<file path="config.mk">
export PLATFORM = sky130hd
export DESIGN_NAME = rv32im_mem_arbiter_flat
export DESIGN_NICKNAME = d
export VERILOG_FILES = /design/src/rtl/rv32im_mem_arbiter_if.sv /design/src/rtl/rv32im_mem_arbiter.sv /design/src/flat_wrapper.sv
export SDC_FILE = /design/constraint.sdc
export NUM_CORES = 1
export LEC_CHECK = 0
export ABC_AREA = 1
export BUFFER_PORTS_ARGS = -buffer_cell sky130_fd_sc_hd__buf_2
export CAP_MARGIN = 20
export CORE_MARGIN = 2
export CORE_UTILIZATION = 48
export CTS_BUF_LIST = sky130_fd_sc_hd__clkbuf_8 sky130_fd_sc_hd__clkbuf_16
export CTS_CLUSTER_DIAMETER = 50
export DETAILED_ROUTE_END_ITERATION = 8
export GPL_ROUTABILITY_DRIVEN = 0
export GPL_TIMING_DRIVEN = 0
export PLACE_DENSITY = 0.81
export SLEW_MARGIN = 20
export SYNTH_ARGS = -nofsm -noshare
export SYNTH_HDL_FRONTEND = slang
export SYNTH_SLANG_ARGS = --single-unit
</file>
<file path="constraint.sdc">
create_clock -name clk_i -period 1.7 [get_ports clk_i]
set_clock_uncertainty 0.05 [all_clocks]
set_input_delay 0.085 -clock clk_i [delete_from_list [all_inputs] [get_ports clk_i]]
set_output_delay 0.085 -clock clk_i [all_outputs]
set_load 0.03 [all_outputs]
</file>
<file path="src/rtl/rv32im_mem_arbiter_if.sv">
// Memory-arbiter bus: IFU and LSU request ports plus the single RAM port.
// The arbiter binds the slave modport; requesters/RAM bind master.
interface rv32im_mem_arbiter_if #(
  parameter int AW = 32,
  parameter int DW = 32
);
  logic          ifu_req_i;
  logic [AW-1:0] ifu_addr_i;
  logic          ifu_ack_o;
  logic [DW-1:0] ifu_rdata_o;
  logic          ifu_err_o;

  logic          lsu_req_i;
  logic [AW-1:0] lsu_addr_i;
  logic [DW-1:0] lsu_wdata_i;
  logic [3:0]    lsu_wmask_i;
  logic          lsu_ack_o;
  logic [DW-1:0] lsu_rdata_o;
  logic          lsu_err_o;

  logic          mem_req_o;
  logic          mem_we_o;
  logic [AW-1:0] mem_addr_o;
  logic [DW-1:0] mem_wdata_o;
  logic [3:0]    mem_wmask_o;
  logic [DW-1:0] mem_rdata_i;
  logic          mem_ready_i;

  modport slave (
    input  ifu_req_i, ifu_addr_i,
    output ifu_ack_o, ifu_rdata_o, ifu_err_o,
    input  lsu_req_i, lsu_addr_i,
    input  lsu_wdata_i, lsu_wmask_i,
    output lsu_ack_o, lsu_rdata_o, lsu_err_o,
    output mem_req_o, mem_we_o, mem_addr_o,
    output mem_wdata_o, mem_wmask_o,
    input  mem_rdata_i, mem_ready_i
  );

  modport master (
    output ifu_req_i, ifu_addr_i,
    input  ifu_ack_o, ifu_rdata_o, ifu_err_o,
    output lsu_req_i, lsu_addr_i,
    output lsu_wdata_i, lsu_wmask_i,
    input  lsu_ack_o, lsu_rdata_o, lsu_err_o,
    input  mem_req_o, mem_we_o, mem_addr_o,
    input  mem_wdata_o, mem_wmask_o,
    output mem_rdata_i, mem_ready_i
  );
endinterface

</file>
<file path="src/rtl/rv32im_mem_arbiter.sv">
// IFU/LSU single-port memory arbiter, LSU priority with IFU starvation guard.
// Define MEM_ARB_TIMEOUT_EN to enable the ISSUE-phase timeout with err.
module rv32im_mem_arbiter #(
  parameter int AW          = 32,
  parameter int DW          = 32,
  parameter int STARVE_MAX  = 4,
  parameter int TIMEOUT_CYC = 255
) (
  input logic                 clk_i,
  input logic                 rst_ni,
  rv32im_mem_arbiter_if.slave bus
);
  localparam int SW = $clog2(STARVE_MAX + 1);

  typedef enum logic [1:0] {
    IDLE,
    ISSUE,
    RESP
  } state_e;

  state_e        state_q;
  logic          own_ifu_q;
  logic [SW-1:0] starve_q, starve_d;
  logic          mem_req_q;
  logic [AW-1:0] mem_addr_q;
  logic [DW-1:0] mem_wdata_q;
  logic [3:0]    mem_wmask_q;
  logic          ifu_ack_q, lsu_ack_q;
  logic [DW-1:0] ifu_rdata_q, lsu_rdata_q;
  logic [DW-1:0] rdata_d;
  logic          ifu_win, any_req, done, tmo;

  if (STARVE_MAX < 1 || TIMEOUT_CYC < 1) begin : g_cfg_invalid
  end

  assign any_req = bus.ifu_req_i | bus.lsu_req_i;
  assign ifu_win = bus.ifu_req_i &
                   (~bus.lsu_req_i |
                    (starve_q == SW'(STARVE_MAX)));
  assign done    = bus.mem_ready_i | tmo;
  // Writes and timeouts return zero regardless of the RAM bus
  assign rdata_d = (tmo | (|mem_wmask_q)) ? '0
                                          : bus.mem_rdata_i;

  always_comb begin
    starve_d = starve_q;
    if (state_q == IDLE) begin
      if (!bus.ifu_req_i || ifu_win) begin
        starve_d = '0;
      end else if (bus.lsu_req_i) begin
        starve_d = starve_q + 1'b1;
      end
    end
  end

  always_ff @(posedge clk_i or negedge rst_ni) begin
    if (!rst_ni) begin
      state_q     <= IDLE;
      own_ifu_q   <= 1'b0;
      starve_q    <= '0;
      mem_req_q   <= 1'b0;
      mem_addr_q  <= '0;
      mem_wdata_q <= '0;
      mem_wmask_q <= '0;
      ifu_ack_q   <= 1'b0;
      lsu_ack_q   <= 1'b0;
      ifu_rdata_q <= '0;
      lsu_rdata_q <= '0;
    end else begin
      starve_q <= starve_d;
      unique case (state_q)
        IDLE: begin
          if (any_req) begin
            state_q     <= ISSUE;
            own_ifu_q   <= ifu_win;
            mem_req_q   <= 1'b1;
            mem_addr_q  <= ifu_win ? bus.ifu_addr_i
                                   : bus.lsu_addr_i;
            mem_wdata_q <= ifu_win ? '0 : bus.lsu_wdata_i;
            mem_wmask_q <= ifu_win ? '0 : bus.lsu_wmask_i;
          end
        end
        ISSUE: begin
          if (done) begin
            state_q     <= RESP;
            mem_req_q   <= 1'b0;
            mem_wmask_q <= '0;
            if (own_ifu_q) begin
              ifu_ack_q   <= 1'b1;
              ifu_rdata_q <= rdata_d;
            end else begin
              lsu_ack_q   <= 1'b1;
              lsu_rdata_q <= rdata_d;
            end
          end
        end
        RESP: begin
          state_q     <= IDLE;
          ifu_ack_q   <= 1'b0;
          lsu_ack_q   <= 1'b0;
          ifu_rdata_q <= '0;
          lsu_rdata_q <= '0;
        end
        default: state_q <= IDLE;
      endcase
    end
  end

`ifdef MEM_ARB_TIMEOUT_EN
  localparam int TW = $clog2(TIMEOUT_CYC + 1);

  logic [TW-1:0] tmo_q;
  logic          ifu_err_q, lsu_err_q;

  assign tmo = ~bus.mem_ready_i &
               (tmo_q == TW'(TIMEOUT_CYC - 1));

  always_ff @(posedge clk_i or negedge rst_ni) begin
    if (!rst_ni) begin
      tmo_q     <= '0;
      ifu_err_q <= 1'b0;
      lsu_err_q <= 1'b0;
    end else begin
      tmo_q <= (state_q == ISSUE) ? tmo_q + 1'b1 : '0;
      if (state_q == ISSUE && done) begin
        ifu_err_q <= own_ifu_q & tmo;
        lsu_err_q <= ~own_ifu_q & tmo;
      end else if (state_q == RESP) begin
        ifu_err_q <= 1'b0;
        lsu_err_q <= 1'b0;
      end
    end
  end

  assign bus.ifu_err_o = ifu_err_q;
  assign bus.lsu_err_o = lsu_err_q;
`else
  assign tmo           = 1'b0;
  assign bus.ifu_err_o = 1'b0;
  assign bus.lsu_err_o = 1'b0;
`endif

  assign bus.mem_req_o   = mem_req_q;
  assign bus.mem_we_o    = |mem_wmask_q;
  assign bus.mem_addr_o  = mem_addr_q;
  assign bus.mem_wdata_o = mem_wdata_q;
  assign bus.mem_wmask_o = mem_wmask_q;
  assign bus.ifu_ack_o   = ifu_ack_q;
  assign bus.ifu_rdata_o = ifu_rdata_q;
  assign bus.lsu_ack_o   = lsu_ack_q;
  assign bus.lsu_rdata_o = lsu_rdata_q;
endmodule

</file>
<file path="src/flat_wrapper.sv">
// flat-port wrapper written by rule: the top's interface ports become plain ports
module rv32im_mem_arbiter_flat 
#(
  parameter int AW          = 32,
  parameter int DW          = 32,
  parameter int STARVE_MAX  = 4,
  parameter int TIMEOUT_CYC = 255
)
  (clk_i, rst_ni, bus_ifu_req_i, bus_ifu_addr_i, bus_ifu_ack_o, bus_ifu_rdata_o, bus_ifu_err_o, bus_lsu_req_i, bus_lsu_addr_i, bus_lsu_wdata_i, bus_lsu_wmask_i, bus_lsu_ack_o, bus_lsu_rdata_o, bus_lsu_err_o, bus_mem_req_o, bus_mem_we_o, bus_mem_addr_o, bus_mem_wdata_o, bus_mem_wmask_o, bus_mem_rdata_i, bus_mem_ready_i);
  rv32im_mem_arbiter_if #(.AW(AW), .DW(DW)) bus_i ();
  input logic clk_i;
  input logic rst_ni;
  input wire logic [$bits(bus_i.ifu_req_i)-1:0] bus_ifu_req_i;
  input wire logic [$bits(bus_i.ifu_addr_i)-1:0] bus_ifu_addr_i;
  output wire logic [$bits(bus_i.ifu_ack_o)-1:0] bus_ifu_ack_o;
  output wire logic [$bits(bus_i.ifu_rdata_o)-1:0] bus_ifu_rdata_o;
  output wire logic [$bits(bus_i.ifu_err_o)-1:0] bus_ifu_err_o;
  input wire logic [$bits(bus_i.lsu_req_i)-1:0] bus_lsu_req_i;
  input wire logic [$bits(bus_i.lsu_addr_i)-1:0] bus_lsu_addr_i;
  input wire logic [$bits(bus_i.lsu_wdata_i)-1:0] bus_lsu_wdata_i;
  input wire logic [$bits(bus_i.lsu_wmask_i)-1:0] bus_lsu_wmask_i;
  output wire logic [$bits(bus_i.lsu_ack_o)-1:0] bus_lsu_ack_o;
  output wire logic [$bits(bus_i.lsu_rdata_o)-1:0] bus_lsu_rdata_o;
  output wire logic [$bits(bus_i.lsu_err_o)-1:0] bus_lsu_err_o;
  output wire logic [$bits(bus_i.mem_req_o)-1:0] bus_mem_req_o;
  output wire logic [$bits(bus_i.mem_we_o)-1:0] bus_mem_we_o;
  output wire logic [$bits(bus_i.mem_addr_o)-1:0] bus_mem_addr_o;
  output wire logic [$bits(bus_i.mem_wdata_o)-1:0] bus_mem_wdata_o;
  output wire logic [$bits(bus_i.mem_wmask_o)-1:0] bus_mem_wmask_o;
  input wire logic [$bits(bus_i.mem_rdata_i)-1:0] bus_mem_rdata_i;
  input wire logic [$bits(bus_i.mem_ready_i)-1:0] bus_mem_ready_i;
  assign bus_i.ifu_req_i = bus_ifu_req_i;
  assign bus_i.ifu_addr_i = bus_ifu_addr_i;
  assign bus_ifu_ack_o = bus_i.ifu_ack_o;
  assign bus_ifu_rdata_o = bus_i.ifu_rdata_o;
  assign bus_ifu_err_o = bus_i.ifu_err_o;
  assign bus_i.lsu_req_i = bus_lsu_req_i;
  assign bus_i.lsu_addr_i = bus_lsu_addr_i;
  assign bus_i.lsu_wdata_i = bus_lsu_wdata_i;
  assign bus_i.lsu_wmask_i = bus_lsu_wmask_i;
  assign bus_lsu_ack_o = bus_i.lsu_ack_o;
  assign bus_lsu_rdata_o = bus_i.lsu_rdata_o;
  assign bus_lsu_err_o = bus_i.lsu_err_o;
  assign bus_mem_req_o = bus_i.mem_req_o;
  assign bus_mem_we_o = bus_i.mem_we_o;
  assign bus_mem_addr_o = bus_i.mem_addr_o;
  assign bus_mem_wdata_o = bus_i.mem_wdata_o;
  assign bus_mem_wmask_o = bus_i.mem_wmask_o;
  assign bus_i.mem_rdata_i = bus_mem_rdata_i;
  assign bus_i.mem_ready_i = bus_mem_ready_i;
  rv32im_mem_arbiter #(.AW(AW), .DW(DW), .STARVE_MAX(STARVE_MAX), .TIMEOUT_CYC(TIMEOUT_CYC)) u_core (.clk_i(clk_i), .rst_ni(rst_ni), .bus(bus_i));
endmodule
</file>
==> summary.md <==
| Metric | Value |
|---|---|
| Final sum of negative setup slack | 0 ps |
| Skew-Pair Late Insertion Delay | 420 ps |
| Number of flops mapped to enable cells by yosys | 0 |
| Cell types occupying the most area after synthesis | sky130_fd_sc_hd__dfrtp_1 55%, sky130_fd_sc_hd__nand2_1 17%, sky130_fd_sc_hd__nand3_1 14%, sky130_fd_sc_hd__inv_1 5.5%, sky130_fd_sc_hd__nor2_1 2.0% |
| Period utilisation layout | 94.3% |
| Clock tree root driver cell | sky130_fd_sc_hd__clkbuf_16 |
| Cell with the largest stage delay on the worst path | sky130_fd_sc_hd__dfrtp_1 |
| Data required time at the worst endpoint | 1960 ps |
| Kind of cell adding the most delay to the critical path | simple AND/OR/NAND/NOR gates |
| Cells along the critical path | inv_1 -> ha_1 -> nand2_1 -> nand2_4 -> nand2_4 -> buf_2 -> nand2_1 -> nand3_1 -> nand2_1 |
| Most frequent CP cell | sky130_fd_sc_hd__nand2_1 |
| Via count of the first global-routing pass | 7,877 |
| Cell Pwr Density | 1890 nW/um^2 |
| Chip Height | 120 microns |
| Pin slew with the least headroom to its limit | 548 ps |
| Syn Std Cell Area | 6450 sq um |
| Vias | 7,783 |
| Slowest stage delay, CP | 350 ps |
| Chip Width | 120 microns |
| Aggregate routed wire length | 25,600 microns |
| Count of final max-slew check failures | 0 |
| Maximum number of pins on one net before global-route repair | 77 |
| Worst vdd rail ir drop | 941 uV |
| Post-synthesis register bit count | 141 |
| Detail-routed net length per standard cell | 17.8 microns |
| Worst slack on hold paths | 62.4 ps |
| Core Rows | 42 |
| FFs w/ async S/R, synth | 100% |
| Count of clock tree sinks | 141 |
| Combined buffer and inverter count along the critical path | 2 |
| Max cap viols | 0 |
| Data arrival at the endpoint of the critical path | 1870 ps |
| Number of buffers added on ports | 271 |
| Min-Delay Path Depth | 4 |
| Mapped Avg Cell Area | 7.82 sq um |
| Die outline area | 14,400 sq um |
| Share of layout cells above drive strength 1 | 28.3% |
| Warnings from Yosys | 0 |
| Leakage power total | 0.00608 uW |
| Average via count per standard cell | 5.39 |
| Cell with the most instances after synthesis | sky130_fd_sc_hd__nand2_1 |
| DRC violation count after routing | 0 |
| Number of buffers inserted during clock tree synthesis | 17 |
| Layout Area Growth over Synthesis | 57.7% |
| Count of endpoints failing hold in the final timing report | 0 |
| Overall overflow remaining after global route | 0 |
| Fraction of post-synthesis cell area in the top cell type by area | 54.7% |
| Endpoint of the most critical register-to-register path | u_core.bus.mem_addr_o[29]$_DFFE_PN0P_ |
| GR Util All Layers | 35.6% |
| Cell taking the most area after synthesis | sky130_fd_sc_hd__dfrtp_1 |
| First-pass detailed-route iteration total | 6 |
| FF-to-FF path depth | 9 |
| Initial antenna violation count | 2 |
| Effective utilization at floorplan | 48.9% |
| Number of H-tree levels | 4 |
| Placeable Area | 13,200 sq um |
| Count of routing violations after the opening detailed-route iteration | 728 |
| Fin crit period | 1600 ps |
| Setup slack after placement | -81.9 ps |
| ANT nets after route | 0 |
| Critical R2R Launch | u_core.starve_q[0]$_DFFE_PN0P_ |
| Highest attainable clock frequency | 624 MHz |
| Commonest cells in the netlist | 298 x sky130_fd_sc_hd__nand2_1, 181 x sky130_fd_sc_hd__nand3_1, 141 x sky130_fd_sc_hd__dfrtp_1 |
| Startpoint kind of the worst setup timing path | flip-flop |
| Synth Instances | 825 |
| Run status | completed |
| Netlist cell types | 20 |
| Worst Setup End Kind | flip-flop |
| Hold/Removal Path Class | primary input to flip-flop |
| CTS max path bufs | 2 |
| Final net count | 1,393 |
| DP HPWL | 14,100 microns |
| Portion of the post-synthesis area used by sequential elements | 54.7% |
| Main flop type after synthesis | sky130_fd_sc_hd__dfrtp_1 |
| Core Util, Final | 77.1% |
| Hold Crit Endpoint | u_core.bus.mem_addr_o[0]$_DFFE_PN0P_ |
| Highest fanout seen on the critical path | 10 |
| Slew margin rel. | 63.5% |
| Start point of the worst hold path | bus_ifu_req_i |
| Final critical-path setup slack | 97.2 ps |
| Clock tree from TritonCTS | done |
| Setup Crit Path Kind | flip-flop to flip-flop |
| Final setup violation count | 0 |
| Clock input transition at the sequential cells of the worst setup and hold paths | 60 ps |
| First-pass GRT wire length | 39,700 microns |
| Reg-to-reg setup timing slack | 100 ps |
| I/O pin total | 275 |
[layout by cell type, fill, tap and decap left out, types with 2 or more instances in the layout]
cell type                       instances
sky130_fd_sc_hd__clkinv_4               2
sky130_fd_sc_hd__clkbuf_2               3
sky130_fd_sc_hd__ha_1                   2
sky130_fd_sc_hd__o21ai_0                4
sky130_fd_sc_hd__buf_1                  2
sky130_fd_sc_hd__dfrtp_1              140
sky130_fd_sc_hd__dlygate4sd3_1        134
sky130_fd_sc_hd__nor2_1                35
sky130_fd_sc_hd__nand2_2                4
sky130_fd_sc_hd__inv_6                  2
sky130_fd_sc_hd__clkbuf_16             17
sky130_fd_sc_hd__diode_2                2
sky130_fd_sc_hd__inv_1                 96
sky130_fd_sc_hd__buf_4                 13
sky130_fd_sc_hd__nand2_1              297
sky130_fd_sc_hd__clkinv_2               2
sky130_fd_sc_hd__inv_2                  4
sky130_fd_sc_hd__buf_2                292
sky130_fd_sc_hd__buf_6                  2
sky130_fd_sc_hd__nand3_1              181
sky130_fd_sc_hd__nand2_4                2
sky130_fd_sc_hd__conb_1                 2
sky130_fd_sc_hd__clkbuf_1              13
sky130_fd_sc_hd__bufinv_16              7
[where the power goes]
part           switching (uW)  internal (uW)
Clock                    1470           2900
Sequential                937           4840
Combinational            6560           2540
Total                    8970          10300
[state kept, by name, summed over array words and instances, names as in the netlist, 2 cells and up]
| signal | flops |
|---|---|
| u_core.bus.ifu_rdata_o | 32 |
| u_core.bus.lsu_rdata_o | 32 |
| u_core.bus.mem_addr_o | 32 |
| u_core.bus.mem_wdata_o | 32 |
| u_core.bus.mem_wmask_o | 4 |
| u_core.starve_q | 3 |
| u_core.state_q | 2 |
[layout make-up]
| class | count | area, sq um |
|---|---|---|
| Sequential cell | 141 | 3530 |
| Fill cell | 794 | 3020 |
| Timing Repair Buffer | 409 | 2760 |
| Multi-Input combinational cell | 533 | 2310 |
| Clock buffer | 17 | 425 |
| Inverter | 99 | 372 |
| Buffer | 53 | 287 |
| Clock inverter | 15 | 267 |
| Tap cell | 176 | 220 |
| Antenna cell | 2 | 5.00 |
[worst min-delay path, delay by kind of cell]
kind / cells / cell delay, ps
buf+inv: 1 / 170
simple gates: 3 / 240
[metrics by stage]
| step | total power (uW) | instances | cell area [sq um] |
|---|---|---|---|
| after global routing | 20200 | 1444 | 10200 |
| after global placement | 14000 | 1273 | 8030 |
| after CTS | 18800 | 1440 | 10100 |
| after floorplan | 11300 | 826 | 6450 |
| final | 19300 | 1445 | 10200 |
| after detailed placement | 14100 | 1274 | 8070 |
[logic make-up (layout without fill, tap and decap cells)]
logic type / after synthesis / count (layout) / synth area share (%)
AO/OA/AOI/OAI: 6 / 6 / 0.679
XOR/XNOR: 1 / 1 / 0.136
adder cells (fa/ha/maj): 2 / 2 / 0.388
buffers and inverters: 152 / 593 / 9.72
flip-flops: 141 / 141 / 54.7
other: 1 / 4 / 0.0581
AND/OR/NAND/NOR: 522 / 522 / 34.3
[worst max path at each step]
stage / slack, ps / startpoint / cells after the start / to
after floorplan: 80 / u_core.bus.mem_wmask_o[3]$_DFFE_PN0P_ / 6 / u_core.bus.lsu_rdata_o[0]$_DFFE_PN0P_
after global placement: -1480 / rst_ni / 1 / u_core.bus.mem_addr_o[11]$_DFFE_PN0P_
after detailed placement: -80 / u_core.starve_q[0]$_DFFE_PN0P_ / 9 / u_core.bus.mem_addr_o[8]$_DFFE_PN0P_
after CTS: 20 / u_core.starve_q[0]$_DFFE_PN0P_ / 9 / u_core.bus.mem_wmask_o[2]$_DFFE_PN0P_
after global routing: -20 / u_core.starve_q[0]$_DFFE_PN0P_ / 9 / u_core.bus.mem_addr_o[29]$_DFFE_PN0P_
final: 100 / u_core.starve_q[0]$_DFFE_PN0P_ / 9 / u_core.bus.mem_addr_o[29]$_DFFE_PN0P_
[layer usage]
layer | wire [microns] | vias up | track usage [%] | part of all wire (%)
met3 | 2760 | 154 | 9.65 | 11
met5 | 0 | - | 0 | 0
met4 | 1610 | 0 | 22.8 | 6.3
met2 | 12400 | 622 | 59.6 | 48
li1 | - | 3420 | - | -
met1 | 8870 | 3587 | 40.2 | 35
[repair_timing]
action | 4_1_cts | 5_1_grt
pin swaps | 0 | 3
gates resized for setup | 8 | 22
hold endpoints to repair | 198 | 0
setup buffers | 0 | 3
endpoints found under the setup margin | 38 | 58
hold buffers | 134 | 0
No activity file was read; power rests on OpenSTA's default activity.
